<file path="config.mk">
export PLATFORM = sky130hd
export DESIGN_NAME = eb_slave_core
export DESIGN_NICKNAME = d
export VERILOG_FILES = /design/src/rtl/eb_slave_core.sv
export SDC_FILE = /design/constraint.sdc
export NUM_CORES = 1
export LEC_CHECK = 0
export BUFFER_PORTS_ARGS = -buffer_cell sky130_fd_sc_hd__buf_2
export CORE_UTILIZATION = 56
export DETAILED_ROUTE_END_ITERATION = 8
export PLACE_DENSITY_LB_ADDON = 0.2
export SETUP_SLACK_MARGIN = 0.02
export SLEW_MARGIN = 20
export SYNTH_ARGS = -nofsm -noshare
export SYNTH_HDL_FRONTEND = slang
export SYNTH_SLANG_ARGS = --single-unit
</file>
<file path="constraint.sdc">
create_clock -name clk_i -period 2.5 [get_ports clk_i]
set_clock_uncertainty 0.15 [all_clocks]
set_input_delay 0.5 -clock clk_i [delete_from_list [all_inputs] [get_ports clk_i]]
set_output_delay 0.5 -clock clk_i [all_outputs]
set_load 0.005 [all_outputs]
</file>
<file path="src/rtl/eb_slave_core.sv">
// rtl/eb_slave_core.sv - Ethernet-to-Wishbone remote-slave bridge core
//
// Takes one command frame from a 16-bit pipelined WB fabric sink, performs a
// single 32-bit access on the WB master port, then returns a fixed 30-word
// reply frame on the 16-bit WB fabric source.
//
// Ports:
//   clk_i, nRst_i                     clock; synchronous active-low reset
//   snk_cyc_i/stb_i/we_i/dat_i/adr_i/sel_i, snk_stall_o, snk_ack_o
//                                     command frame in (fabric sink)
//   src_cyc_o/stb_o/we_o/dat_o/adr_o/sel_o, src_ack_i, src_stall_i
//                                     reply frame out (fabric source)
//   master_cyc_o/we_o/stb_o/sel_o/adr_o/dat_o, master_dat_i,
//   master_ack_i, master_stall_i      local bus master port
module eb_slave_core #(
    parameter int          g_master_slave = 0,
    parameter logic [47:0] g_mac          = 48'h000000000000,
    parameter int          g_timeout      = 255
) (
    input  logic        clk_i,
    input  logic        nRst_i,
    input  logic        snk_cyc_i,
    input  logic        snk_stb_i,
    input  logic        snk_we_i,
    input  logic [15:0] snk_dat_i,
    input  logic [1:0]  snk_adr_i,
    input  logic [1:0]  snk_sel_i,
    output logic        snk_stall_o,
    output logic        snk_ack_o,
    output logic        src_cyc_o,
    output logic        src_stb_o,
    output logic        src_we_o,
    output logic [15:0] src_dat_o,
    output logic [1:0]  src_adr_o,
    output logic [1:0]  src_sel_o,
    input  logic        src_ack_i,
    input  logic        src_stall_i,
    output logic        master_cyc_o,
    output logic        master_we_o,
    output logic        master_stb_o,
    output logic [3:0]  master_sel_o,
    output logic [31:0] master_adr_o,
    output logic [31:0] master_dat_o,
    input  logic [31:0] master_dat_i,
    input  logic        master_ack_i,
    input  logic        master_stall_i
);

    // Only the remote-slave mode exists; any other value builds the same core.
    generate
        if (g_master_slave != 0) begin : g_mode_fallback
        end
    endgenerate

    typedef enum logic [2:0] {
        S_IDLE,
        S_RX,
        S_BUS_REQ,
        S_BUS_WAIT,
        S_TX
    } state_t;

    // Data word 11 carries the last write-data half; 12 words means a complete command.
    localparam logic [3:0]  RX_FULL  = 4'd12;
    localparam logic [4:0]  TX_LAST  = 5'd29;
    localparam int unsigned TMO_LAST = (g_timeout > 1) ? g_timeout - 1 : 0;

    state_t      state;
    state_t      state_nxt;
    logic [3:0]  rx_cnt;
    logic [4:0]  tx_cnt;
    logic [31:0] tmo_cnt;
    logic [47:0] req_src;
    logic [15:0] req_etype;
    logic        req_we;
    logic [3:0]  req_sel;
    logic [31:0] req_adr;
    logic [31:0] req_dat;
    logic [1:0]  rsp_status;
    logic [31:0] rsp_data;

    logic sink_xfer;
    logic data_xfer;
    logic bus_busy;
    logic bus_tmo;

    logic unused_inputs;
    assign unused_inputs = &{1'b0, src_ack_i, snk_we_i, snk_sel_i};

    // The sink never stalls in IDLE/RX, so any strobe there is a transfer.
    assign sink_xfer = (state == S_IDLE || state == S_RX) && snk_cyc_i && snk_stb_i;
    assign data_xfer = sink_xfer && (snk_adr_i == 2'b00);
    assign bus_busy  = (state == S_BUS_REQ) || (state == S_BUS_WAIT);
    assign bus_tmo   = (tmo_cnt == TMO_LAST);

    always_ff @(posedge clk_i) begin
        if (!nRst_i) begin
            state      <= S_IDLE;
            snk_ack_o  <= 1'b0;
            rx_cnt     <= 4'd0;
            tx_cnt     <= 5'd0;
            tmo_cnt    <= 32'd0;
            req_src    <= 48'd0;
            req_etype  <= 16'd0;
            req_we     <= 1'b0;
            req_sel    <= 4'd0;
            req_adr    <= 32'd0;
            req_dat    <= 32'd0;
            rsp_status <= 2'b00;
            rsp_data   <= 32'd0;
        end else begin
            state     <= state_nxt;
            snk_ack_o <= sink_xfer;

            // Word index counts data words only; it saturates so long frames are harmless.
            if (data_xfer && rx_cnt != RX_FULL) begin
                rx_cnt <= rx_cnt + 4'd1;
                case (rx_cnt)
                    4'd3:  req_src[47:32]  <= snk_dat_i;
                    4'd4:  req_src[31:16]  <= snk_dat_i;
                    4'd5:  req_src[15:0]   <= snk_dat_i;
                    4'd6:  req_etype       <= snk_dat_i;
                    4'd7: begin
                        req_we  <= snk_dat_i[4];
                        req_sel <= snk_dat_i[3:0];
                    end
                    4'd8:  req_adr[31:16]  <= snk_dat_i;
                    4'd9:  req_adr[15:0]   <= snk_dat_i;
                    4'd10: req_dat[31:16]  <= snk_dat_i;
                    4'd11: req_dat[15:0]   <= snk_dat_i;
                    default: ;
                endcase
            end else if (state == S_RX && !snk_cyc_i) begin
                rx_cnt <= 4'd0;
            end

            tmo_cnt <= bus_busy ? tmo_cnt + 32'd1 : 32'd0;

            if (bus_busy) begin
                if (master_ack_i) begin
                    rsp_status <= 2'b01;
                    rsp_data   <= req_we ? 32'd0 : master_dat_i;
                end else if (bus_tmo) begin
                    rsp_status <= 2'b10;
                    rsp_data   <= 32'd0;
                end
            end

            if (state != S_TX) begin
                tx_cnt <= 5'd0;
            end else if (!src_stall_i) begin
                tx_cnt <= tx_cnt + 5'd1;
            end
        end
    end

    always_comb begin
        state_nxt    = state;
        snk_stall_o  = 1'b1;
        master_cyc_o = 1'b0;
        master_stb_o = 1'b0;
        src_cyc_o    = 1'b0;
        src_stb_o    = 1'b0;
        src_we_o     = 1'b0;
        src_sel_o    = 2'b00;
        src_adr_o    = 2'b00;
        src_dat_o    = 16'd0;
        master_we_o  = req_we;
        master_sel_o = req_sel;
        master_adr_o = req_adr;
        master_dat_o = req_dat;

        case (state)
            S_IDLE: begin
                snk_stall_o = 1'b0;
                if (snk_cyc_i) state_nxt = S_RX;
            end
            S_RX: begin
                snk_stall_o = 1'b0;
                if (!snk_cyc_i) state_nxt = (rx_cnt == RX_FULL) ? S_BUS_REQ : S_IDLE;
            end
            S_BUS_REQ: begin
                master_cyc_o = 1'b1;
                master_stb_o = 1'b1;
                if (master_ack_i || bus_tmo) state_nxt = S_TX;
                else if (!master_stall_i)    state_nxt = S_BUS_WAIT;
            end
            S_BUS_WAIT: begin
                master_cyc_o = 1'b1;
                if (master_ack_i || bus_tmo) state_nxt = S_TX;
            end
            S_TX: begin
                src_cyc_o = 1'b1;
                src_stb_o = 1'b1;
                src_we_o  = 1'b1;
                src_sel_o = 2'b11;
                case (tx_cnt)
                    5'd0: src_dat_o = req_src[47:32];
                    5'd1: src_dat_o = req_src[31:16];
                    5'd2: src_dat_o = req_src[15:0];
                    5'd3: src_dat_o = g_mac[47:32];
                    5'd4: src_dat_o = g_mac[31:16];
                    5'd5: src_dat_o = g_mac[15:0];
                    5'd6: src_dat_o = req_etype;
                    5'd7: src_dat_o = {14'd0, rsp_status};
                    5'd8: src_dat_o = rsp_data[31:16];
                    5'd9: src_dat_o = rsp_data[15:0];
                    default: src_dat_o = 16'd0;
                endcase
                if (!src_stall_i && tx_cnt == TX_LAST) state_nxt = S_IDLE;
            end
            default: state_nxt = S_IDLE;
        endcase
    end

endmodule

</file>
### Yosys cells after proc, flatten, opt, wreduce, memory -nomap -nowiden

Index checks and enable logic that the tools add are counted.

* register bits after elaboration: 212
* bits in latches: 0
* memory bits (writable): 0
* memory bits (read-only): 0
* output and inout port bits: 96
* memories: 0

* $add $sub $neg: 3
* $mul: 0
* div/mod/pow operators: 0
* magnitude comparators: 0
* equal/unequal tests: 29
* shift operators: 0
* mux-type cells: 22
* bitwise operators: 1
* reduce and logical (&&, ||, !) cells: 31

Operators by type and width (number)
* case mux 16 bit (7 select lines): 1
* 2-to-1 mux 32 bit: 3
* adder 32 x 1 -> 32 bit, second input constant: 1
* == test 32 x 8 -> 1 bit, second input constant: 1
* AND reduction 2 bit: 11
* == test 4 bit, second input constant: 5
* 2-to-1 mux 3 bit: 6
* == test 4 x 3 -> 1 bit, second input constant: 4
* 2-to-1 mux 16 bit: 1
* case mux 3 bit (5 select lines): 1
* == test 5 x 3 -> 1 bit, second input constant: 2
* == test 5 x 4 -> 1 bit, second input constant: 2
* 2-to-1 mux 2 bit: 4
* 2-to-1 mux 4 bit: 2
* == test 3 x 2 -> 1 bit, second input constant: 2
* logical AND 1 bit: 6
* != test 2 bit, second input constant: 3
* OR reduction 2 bit: 3
* adder 5 x 1 -> 5 bit, second input constant: 1
* == test 5 x 1 -> 1 bit, second input constant: 1
* == test 5 x 2 -> 1 bit, second input constant: 1
* == test 5 bit, second input constant: 1
* zero test 5 bit: 1
* AND reduction 5 bit: 1
* other kinds (15): 22

### Logic depth before layout (Yosys ltp)

Gate-level depths: netlist of the first run.

* depth after elaboration: 7
* depth in mapped cells: 7
* mapped depth without buffers: 6

### Least setup slack after synthesis of the first run

Ideal clock, no wire load.

* path kind: flip-flop to output port
* start: register tx_cnt[0]
* end: output src_dat_o[10]
* arrival: 1.768 ns
* path slack: 0.082 ns
* stages on the path, launching flop included: 7
* path buffers: 1
* cell sequence: dfxtp_1 inv_1 ha_1 nor4bb_1 clkbuf_1 a222oi_1 a21oi_1

* word-level cells in the longest chain between the ends: 3
* elaborated cells on any way between the ends: 9

Ends and longest elaborated chain
* start: declaration: line 71 `logic [4:0] tx_cnt;`
* start signal: assignment: line 152 `tx_cnt <= tx_cnt + 5'd1;`
* == test 5 x 4 -> 1 bit (tied with other cells): line 197 `case (tx_cnt)`
* case mux 16 bit (7 select lines) (*): line 197
* 2-to-1 mux 16 bit (*): line 173 `case (state)`
* end: declaration: line 33 `output logic [15:0] src_dat_o,`

Every way passes the cells marked *; elsewhere a longest branch is shown, timed or not.

### Worst setup path after layout of the first run

* start: register tx_cnt[1]
* end: output src_dat_o[13]

Same word-level chain as after synthesis.

==> results of run 1 <==
[where the power goes]
part	internal [mW]	switching, mW	leakage, nW
combinational	0.0746	0.122	2.94
sequential	3.38	0.00325	1.71
clock	1.99	1.31	0.369
[sequential cells by signal (all words and copies together) (netlist names)]
name          flops
req_src          48
master_dat_o     32
rx_cnt            4
rsp_data         32
tx_cnt            5
tmo_cnt          32
master_adr_o     32
state             3
master_we_o       1
master_sel_o      4
rsp_status        2
req_etype        16
snk_ack_o         1
[final cells by class]
class	instances	area, µm²	area share
inverter	45	171	0.0153
timing repair buffer	185	1140	0.102
clock inverter	5	53.8	0.00480
multi-input combinational	660	4630	0.413
tap	216	270	0.0241
clock buffer	34	687	0.0613
sequential	212	4250	0.379
[synth_stat cells (all sizes together), types with 2 or more instances]
cell type  instances  area share
and4               7      0.0066
nand4             19       0.016
nand2            127       0.052
a21boi            20       0.016
nor3              10      0.0054
nor4b              3      0.0028
buf               28       0.019
and3               6      0.0042
nor2b             68       0.046
nor2              28       0.011
or3                8      0.0059
nor4              11      0.0074
dfxtp            212        0.46
ha                10       0.013
mux2i            122        0.13
or2                8      0.0054
o41ai              4      0.0038
and4b              2      0.0022
a222oi            30       0.032
xnor2              8      0.0075
a221oi             2      0.0019
a21oi             25       0.013
o31ai              5      0.0040
or4                4      0.0034
o21ai             39       0.021
a22oi             34       0.027
and2               7      0.0047
o311ai             6      0.0075
inv               45       0.018
xor2               9      0.0085
clkbuf            41       0.018
nand3b             3      0.0024
nand3             20       0.011
[what timing repair did]
action	4_1_cts	5_1_grt
gates cloned	3	0
hold buffers	0	0
resized for setup	38	3
endpoints found under the setup margin	16	16
pin swaps	12	5
setup buffers	2	0
[per-stage QoR]
| stage | std cells | setup TNS, ps | cell area (µm²) |
|---|---|---|---|
| finish | 1357 | -3760 | 11200 |
| global route | 1357 | -5240 | 11200 |
| CTS | 1357 | -3710 | 11200 |
| detailed placement | 1313 | 0 | 10300 |
| global placement | 1313 | 0 | 10300 |
| floorplan | 986 | 0 | 9300 |
[tightest hold or removal path, cell delays in order]
cell and delay (ps):
buf_2 70, a22oi_1 60, o21ai_0 60
[how the worst min path moves through the flow]
stage,startpoint,to,slack (ps)
after floorplan,req_src[47]$_SDFFE_PN0P_,req_src[47]$_SDFFE_PN0P_,280
after global placement,req_src[6]$_SDFFE_PN0P_,req_src[6]$_SDFFE_PN0P_,290
after detailed placement,req_etype[9]$_SDFFE_PN0P_,req_etype[9]$_SDFFE_PN0P_,300
after CTS,master_dat_i[18],rsp_data[18]$_SDFFE_PN0P_,80
after global routing,master_dat_i[24],rsp_data[24]$_SDFFE_PN0P_,90
final,master_dat_i[21],rsp_data[21]$_SDFFE_PN0P_,80
[per-layer routing]
metal / global-route usage / vias to the layer above / part of all wire / wire [µm]
met1: 0.369 / 3551 / 0.47 / 10700
met4: 0.0581 / 0 / 0.015 / 338
met2: 0.403 / 252 / 0.45 / 10100
met3: 0.0456 / 25 / 0.067 / 1510
li1: - / 3780 / - / -
met5: 0 / - / 0 / 0
[kinds of logic (layout without fill, tap and decap cells)]
group	after synthesis	in the layout
buffers and inverters	114	269
multiplexers	123	123
AND/OR/NAND/NOR	336	336
adder cells (fa/ha/maj)	10	10
flip-flops	212	212
AO/OA/AOI/OAI	172	172
other	1	2
XOR/XNOR	17	17
==> results.yml, run 1 <==
outcome:
  outcome: "finished, violations left"
  violations: "setup timing"
logic_synthesis:
  synth_top_family_by_area: "simple AND/OR/NAND/NOR gates"
  synth.distinct_cells: 61
  synth-simple-area-share: 0.192
  yosys_warnings: 0
  synth_flop_cell: "dfxtp_1"
  async_reset_ff_frac: 0
  netlist_area_um2: 9300
  synth-edff-count: 0
  ys_seq_area_frac: 0.457
  syn_inst: 985
  synthAdderAreaFrac: 0.0135
  synth_xor_area_frac: 0.0160
  ys_ff_latch: 212
  synth_compound_area_frac: 0.134
  syn_area_per_cell_um2: 9.44
  synth.area.mux_share: 0.133
global_route:
  grtUsageTotal: 0.257
  grt_max_degree: 145
  grt_pass1_wl_um: 35200
  antenna_found_initial: 0
  grt_overflow: 0
  first_global_vias: 6898
setup_path:
  reg2reg_slack_ps: 340
  r2r-start: "tmo_cnt[0]$_SDFF_PN0_"
  path_class: "reg -> out"
  cp_num_cells: 7
  worstPathMaxFanout: 8
  crit_family: "compound AO/OA/AOI/OAI gates"
  crit_slowest_cell: "a222oi_1"
  crit_path_end_kind: "primary output"
  cp_data_arrival_time_ps: 2150
  regToRegEndpoint: "rsp_data[22]$_SDFFE_PN0P_"
  critPathBufInv: 3
  cp-start-kind: "register"
  cpPeakStageDelay_ps: 430
  crit_start: "tx_cnt[1]$_SDFFE_PP0N_"
  required_ps: 1850
  r2r_cells: 7
  cp-endpoint: "src_dat_o[13]"
  path_cells: "ha_4 > buf_6 > and2_4 > buf_12 > a222oi_1 > a21oi_1 > buf_2"
finish:
  fillers: 1267
  layout_commonest_cell: "dfxtp_1"
  final_util: 0.698
  drive_gt1_frac: 0.230
  syn_to_final_growth_pct: 20.6
  layout.nets: 1198
  antenna_cells: 0
  final_cell_mix: "dfxtp_1, buf_2, nand2_1, mux2i_1, nor2b_1"
die:
  die_height_um: 131
  dieArea_um2: 17100
  die_w_um: 131
  initial_utilization: 0.579
  rows: 46
  ios: 157
  core-area_um2: 16100
power_and_ir_drop:
  p_leak_nw: 5.02
  power_density_nw_per_um2: 614
  irDropWorstVdd_mv: 0.634
  total_power_mw: 6.88
sta:
  grt_setup_unrepaired: "true"
  final-max-slew-violation-count: 0
  fin_crit_sh: 1.12
  max_freq_mhz: 357
  hold_violations: 0
  finalSetupViolCount: 16
  fin_ws_ps: -302
  min_period_ps: 2800
  whs_ps: 84.2
  tightest_slew_ps: 566
  slew_headroom: 0.622
placed_design:
  place_congestion: 0.800
  port_buffers: 150
  dpl_worst_slack_ps: 125
  post-dp-hpwl_um: 14800
routing:
  drc_errors: 0
  ant_nets: 0
  routed_wl_um: 22600
  vias: 7608
  wl_per_cell_um: 16.6
  viasPerCell: 5.61
  drtPass1Iterations: 6
  first_iter_violations: 630
worst_hold_path:
  hold_depth: 3
  hold_class: "in -> reg"
clocking:
  clock_latency_ps: 500
  cts_tree: "built"
  clkSlewWorstSetupHoldPaths_ps: 60
  cts_made_buffers: 23
  clkSinkCount: 212
  cts_buffer_depth: 3
  cts-htree-levels: 1
  root_buffer: "clkbuf_16"
job:
  drv_cap: 0
(Power assumes the default switching activity.)
==> run 2: changes to the inputs <==
--- a/config.mk
+++ b/config.mk
@@ -8,6 +8,7 @@
 export BUFFER_PORTS_ARGS = -buffer_cell sky130_fd_sc_hd__buf_2
 export CORE_UTILIZATION = 56
 export DETAILED_ROUTE_END_ITERATION = 8
+export MAX_ROUTING_LAYER = met4
 export PLACE_DENSITY_LB_ADDON = 0.2
 export SETUP_SLACK_MARGIN = 0.02
 export SLEW_MARGIN = 20
==> run 2 against run 1 <==
  * The flow still finishes with violations (setup timing)
  * Largest power group unchanged
  * Worst hold slack better by 1.4 ps
  * Power is essentially flat
  * Critical path depth did not move
  * Sequential cell count is the same
  * Clock-buffer cell count did not move
  * Wire length barely moved
  * Sequential power about the same
  * Setup slack got worse by 9.7 ps
  * Cell area unchanged
  * Global-route usage increased by 0.85 points
==> results.yml, run 2 (synthesized netlist as in run 1, its figures left out) <==
clocking:
  cts_made_buffers: 23
  clock_latency_ps: 500
  root_buffer: "clkbuf_16"
  cts_buffer_depth: 3
  clkSlewWorstSetupHoldPaths_ps: 60
  cts-htree-levels: 1
  clkSinkCount: 212
  cts_tree: "built"
sta:
  fin_ws_ps: -312
  max_freq_mhz: 356
  finalSetupViolCount: 16
  final-max-slew-violation-count: 0
  hold_violations: 0
  setup_tns_ps: -3740
  tightest_slew_ps: 539
  fin_crit_sh: 1.12
  whs_ps: 85.6
  slew_headroom: 0.640
  min_period_ps: 2810
  grt_setup_unrepaired: "true"
outcome:
  violations: "setup timing"
  outcome: "finished, violations left"
finish:
  regMostFlops: "req_src"
  largest_register_ffs: 48
  layout.nets: 1198
  drive_gt1_frac: 0.230
  final_cell_mix: "dfxtp_1, buf_2, nand2_1, mux2i_1, nor2b_1"
  syn_to_final_growth_pct: 20.6
  layout_commonest_cell: "dfxtp_1"
  finalInstanceArea_um2: 11200
  antenna_cells: 0
power_and_ir_drop:
  p_leak_nw: 5.02
  irDropWorstVdd_mv: 0.634
  p_clk_frac: 0.480
  p_sw_mw: 1.43
  power_density_nw_per_um2: 614
  comb_power_share: 0.029
  p_int_mw: 5.45
  switching_share: 0.208
  share_seq_of_total_power: 0.492
die:
  rows: 46
  dieArea_um2: 17100
  core-area_um2: 16100
  ios: 157
  die_w_um: 131
  initial_utilization: 0.579
  die_height_um: 131
global_route:
  grtUsageTotal: 0.266
  grt_overflow: 0
  grt_pass1_wl_um: 35200
  grt_max_degree: 145
  antenna_found_initial: 0
  first_global_vias: 6892
setup_path:
  crit_start: "tx_cnt[1]$_SDFFE_PP0N_"
  cpPeakStageDelay_ps: 430
  cp-endpoint: "src_dat_o[13]"
  worstPathMaxFanout: 8
  crit_slowest_cell: "a222oi_1"
  required_ps: 1850
  r2r_cells: 7
  r2r-start: "tmo_cnt[0]$_SDFF_PN0_"
  reg2reg_slack_ps: 330
  regToRegEndpoint: "rsp_data[22]$_SDFFE_PN0P_"
  crit_family: "compound AO/OA/AOI/OAI gates"
  critPathBufInv: 3
  crit_path_end_kind: "primary output"
  cp_data_arrival_time_ps: 2160
  path_class: "reg -> out"
  cp_num_cells: 7
  cp-start-kind: "register"
  path_cells: "ha_4 > buf_6 > and2_4 > buf_12 > a222oi_1 > a21oi_1 > buf_2"
job:
  drv_cap: 0
placed_design:
  port_buffers: 150
  place_area_um2: 10300
  place_congestion: 0.812
  post-dp-hpwl_um: 14800
  dpl_worst_slack_ps: 125
routing:
  viasPerCell: 5.60
  wl_per_cell_um: 16.6
  first_iter_violations: 660
  routed_wl_um: 22600
  drtPass1Iterations: 8
  ant_nets: 0
  drc_errors: 0
  vias: 7598
worst_hold_path:
  min-delay-start: "master_dat_i[21]"
  hold_class: "in -> reg"
## run 2: cell counts in the layout (fill, tap and decap cells not counted)
Identical to the previous run, type by type.
## run 2: routing by layer
layer,up-vias,GRT usage,share of wire
met1,3545,0.375,0.48
li1,3779,-,-
met2,259,0.403,0.45
met4,0,0.0581,0.0090
met3,15,0.0387,0.067
met5,-,-,0
## run 2: what timing repair did
action / CTS / global route
endpoints found under the setup margin: 16 / 16
buffers inserted: 2 / 0
resized for setup: 38 / 3
hold buffers: 0 / 0
cloned: 3 / 0
pin swaps: 12 / 5
## run 2: worst min path at each step
stage,to,cells past startpoint,slack [ps]
floorplan,req_src[47]$_SDFFE_PN0P_,2,280
global placement,req_src[6]$_SDFFE_PN0P_,2,290
detailed placement,req_etype[9]$_SDFFE_PN0P_,2,300
CTS,rsp_data[18]$_SDFFE_PN0P_,3,80
global route,rsp_data[24]$_SDFFE_PN0P_,3,90
finish,rsp_data[21]$_SDFFE_PN0P_,3,90
## run 2: area by class of cell
class	instances	area (µm²)
clock inverter	5	53.8
timing repair buffer	185	1140
clock buffer	34	687
fill	1267	4850
multi-input combinational	660	4630
sequential	212	4250
tap	216	270
inverter	45	171
## run 2: metrics by stage
stage | util | std cells | power (mW)
after CTS | 0.697 | 1357 | 6.94
after floorplan | - | 986 | 3.56
after global routing | 0.698 | 1357 | 7.10
final | 0.698 | 1357 | 6.88
after global placement | 0.641 | 1313 | 3.65
after detailed placement | 0.641 | 1313 | 3.65
## run 2: power groups by stage
stage	logic, mW	clock network (mW)	registers, mW
floorplan	0.101	0	3.46
global route	0.212	3.51	3.38
CTS	0.195	3.36	3.38
global placement	0.194	0	3.46
detailed placement	0.193	0	3.46
finish	0.196	3.30	3.38
## run 2: worst reg2reg max path, stage by stage, from the launching register on
cell      delay, ps
dfxtp_1         350
inv_1            70
ha_1            130
nor4b_1         310
nand4_1         320
o311ai_4        380
buf_12          210
o21ai_0         120
==> run 3: changes to the inputs <==
--- a/config.mk
+++ b/config.mk
@@ -8,6 +8,7 @@
 export BUFFER_PORTS_ARGS = -buffer_cell sky130_fd_sc_hd__buf_2
 export CORE_UTILIZATION = 56
 export DETAILED_ROUTE_END_ITERATION = 8
+export HOLD_SLACK_MARGIN = 0.1
 export MAX_ROUTING_LAYER = met4
 export PLACE_DENSITY_LB_ADDON = 0.2
 export SETUP_SLACK_MARGIN = 0.02
==> run 3 against run 2 <==
  * The run still ends with setup timing left
  * Via count up 1.6%
  * Highest routed layer unchanged
  * Sequential cell count unchanged
  * Setup slack better by 24 ps
  * Power rose by 0.66%
  * Largest power group unchanged
  * Critical path type unchanged
  * Fmax rose by 0.87%
  * Non-clock buffer count increased by 31
  * Register-to-register slack improved by 20 ps
  * Wire length up 1.8%
  * Sequential share of layout area fell by 1.1 points
  * Cell area up 3.0%
  * Global-route usage rose by 0.42 points
  * Final cell count up 2.3%
==> results.yml, run 3 (synthesized netlist as in run 1, its figures left out) <==
outcome:
  outcome: "finished, violations left"
  violations: "setup timing"
finish:
  final_cell_mix: "dfxtp_1, buf_2, nand2_1, mux2i_1, nor2b_1"
  layout.nets: 1229
  syn_to_final_growth_pct: 24.1
  regMostFlops: "req_src"
  final_util: 0.719
  antenna_cells: 0
  layout_commonest_cell: "dfxtp_1"
  stdcell_count: 1388
  drive_gt1_frac: 0.225
  largest_register_ffs: 48
sta:
  fin_ws_ps: -288
  fin_crit_sh: 1.12
  whs_ps: 105
  max_freq_mhz: 359
  finalSetupViolCount: 16
  slew_headroom: 0.634
  grt_setup_unrepaired: "true"
  tightest_slew_ps: 548
  min_period_ps: 2790
  final-max-slew-violation-count: 0
  hold_violations: 0
  setup_tns_ps: -3790
setup_path:
  reg2reg_slack_ps: 350
  cpPeakStageDelay_ps: 400
  worstPathMaxFanout: 8
  path_cells: "inv_2 > ha_4 > buf_6 > and2_4 > buf_12 > a222oi_1 > a21oi_1 > buf_2"
  r2r-start: "tmo_cnt[0]$_SDFF_PN0_"
  cp_data_arrival_time_ps: 2140
  r2r_cells: 7
  cp-start-kind: "register"
  critPathBufInv: 4
  regToRegEndpoint: "rsp_data[22]$_SDFFE_PN0P_"
  required_ps: 1850
  crit_slowest_cell: "a222oi_1"
  path_class: "reg -> out"
  crit_path_end_kind: "primary output"
  crit_family: "compound AO/OA/AOI/OAI gates"
die:
  die_w_um: 131
  core-area_um2: 16100
  die_height_um: 131
  rows: 46
  initial_utilization: 0.579
  dieArea_um2: 17100
  ios: 157
power_and_ir_drop:
  irDropWorstVdd_mv: 0.633
  total_power_mw: 6.92
  power_density_nw_per_um2: 600
  p_sw_mw: 1.45
  comb_power_share: 0.034
  share_seq_of_total_power: 0.489
  p_int_mw: 5.48
  switching_share: 0.209
  p_clk_frac: 0.478
  p_leak_nw: 5.16
job:
  drv_cap: 0
clocking:
  cts-htree-levels: 1
  clock_latency_ps: 500
  root_buffer: "clkbuf_16"
  cts_made_buffers: 23
  cts_buffer_depth: 3
  clkSinkCount: 212
  cts_tree: "built"
  clkSlewWorstSetupHoldPaths_ps: 60
worst_hold_path:
  hold_depth: 3
  hold_class: "in -> reg"
  min-delay-start: "master_dat_i[11]"
  holdPathEnd: "rsp_data[11]$_SDFFE_PN0P_"
routing:
  vias: 7722
  drc_errors: 0
  ant_nets: 0
  drtPass1Iterations: 9
  viasPerCell: 5.56
  first_iter_violations: 828
  routed_wl_um: 23000
  wl_per_cell_um: 16.6
global_route:
  grt_pass1_wl_um: 35800
  grtUsageTotal: 0.270
  antenna_found_initial: 0
  grt_max_degree: 145
  grt_overflow: 0
  first_global_vias: 7043
placed_design:
  place_inst: 1313
  post-dp-hpwl_um: 14800
  port_buffers: 150
  place_congestion: 0.812
[run 3: repair_timing]
action,CTS,global route
hold buffers,29,0
gates resized for setup,38,5
pin swaps,12,8
setup buffers,2,2
setup endpoints to repair,16,16
cloned,3,0
hold endpoints to repair,29,0
[run 3: metrics by stage]
step | worst slack [ps] | area (µm²)
floorplan | 81.7 | 9300
CTS | -287 | 11500
global placement | 155 | 10300
global route | -378 | 11500
detailed placement | 125 | 10300
finish | -288 | 11500
[run 3: area by class of cell]
class | count | area [µm²]
Clock buffer | 34 | 687
Clock inverter | 5 | 53.8
Fill cell | 1217 | 4520
Inverter | 45 | 171
Multi-Input combinational cell | 660 | 4640
Sequential cell | 212 | 4250
Tap cell | 216 | 270
Timing Repair Buffer | 216 | 1460
[run 3: power by group through the flow]
stage / registers, mW / clock network (mW) / logic [mW]
2_1_floorplan: 3.46 / 0 / 0.101
3_3_place_gp: 3.46 / 0 / 0.194
3_5_place_dp: 3.46 / 0 / 0.193
4_1_cts: 3.38 / 3.36 / 0.229
5_1_grt: 3.38 / 3.50 / 0.252
6_report: 3.38 / 3.31 / 0.233
[run 3: worst reg2reg max path: cells and delay by family (launching register included)]
kind                     cells  cell delay, ps
AND/OR/NAND/NOR              2             610
flip-flops                   1             350
adder cells (fa/ha/maj)      1             130
AO/OA/AOI/OAI                2             500
buffers and inverters        2             280
[run 3: worst max path at each step]
stage                                 from            end  cells past startpoint
floorplan           tx_cnt[0]$_SDFFE_PP0N_  src_dat_o[10]                      6
global placement    tx_cnt[0]$_SDFFE_PP0N_   src_dat_o[7]                      8
detailed placement  tx_cnt[1]$_SDFFE_PP0N_   src_dat_o[8]                      6
CTS                 tx_cnt[0]$_SDFFE_PP0N_   src_dat_o[7]                      8
global route        tx_cnt[0]$_SDFFE_PP0N_   src_dat_o[7]                      8
finish              tx_cnt[0]$_SDFFE_PP0N_   src_dat_o[7]                      8
[run 3: per-layer routing]
layer  up-vias  global-route usage  wire length (µm)  share of wire
li1       3841                   -                 -              -
met1      3587               0.376             11000           0.48
met2       265               0.415             10300           0.45
met3        29              0.0379              1330          0.058
met4         0              0.0602               348          0.015
met5         -                   -                 0              0
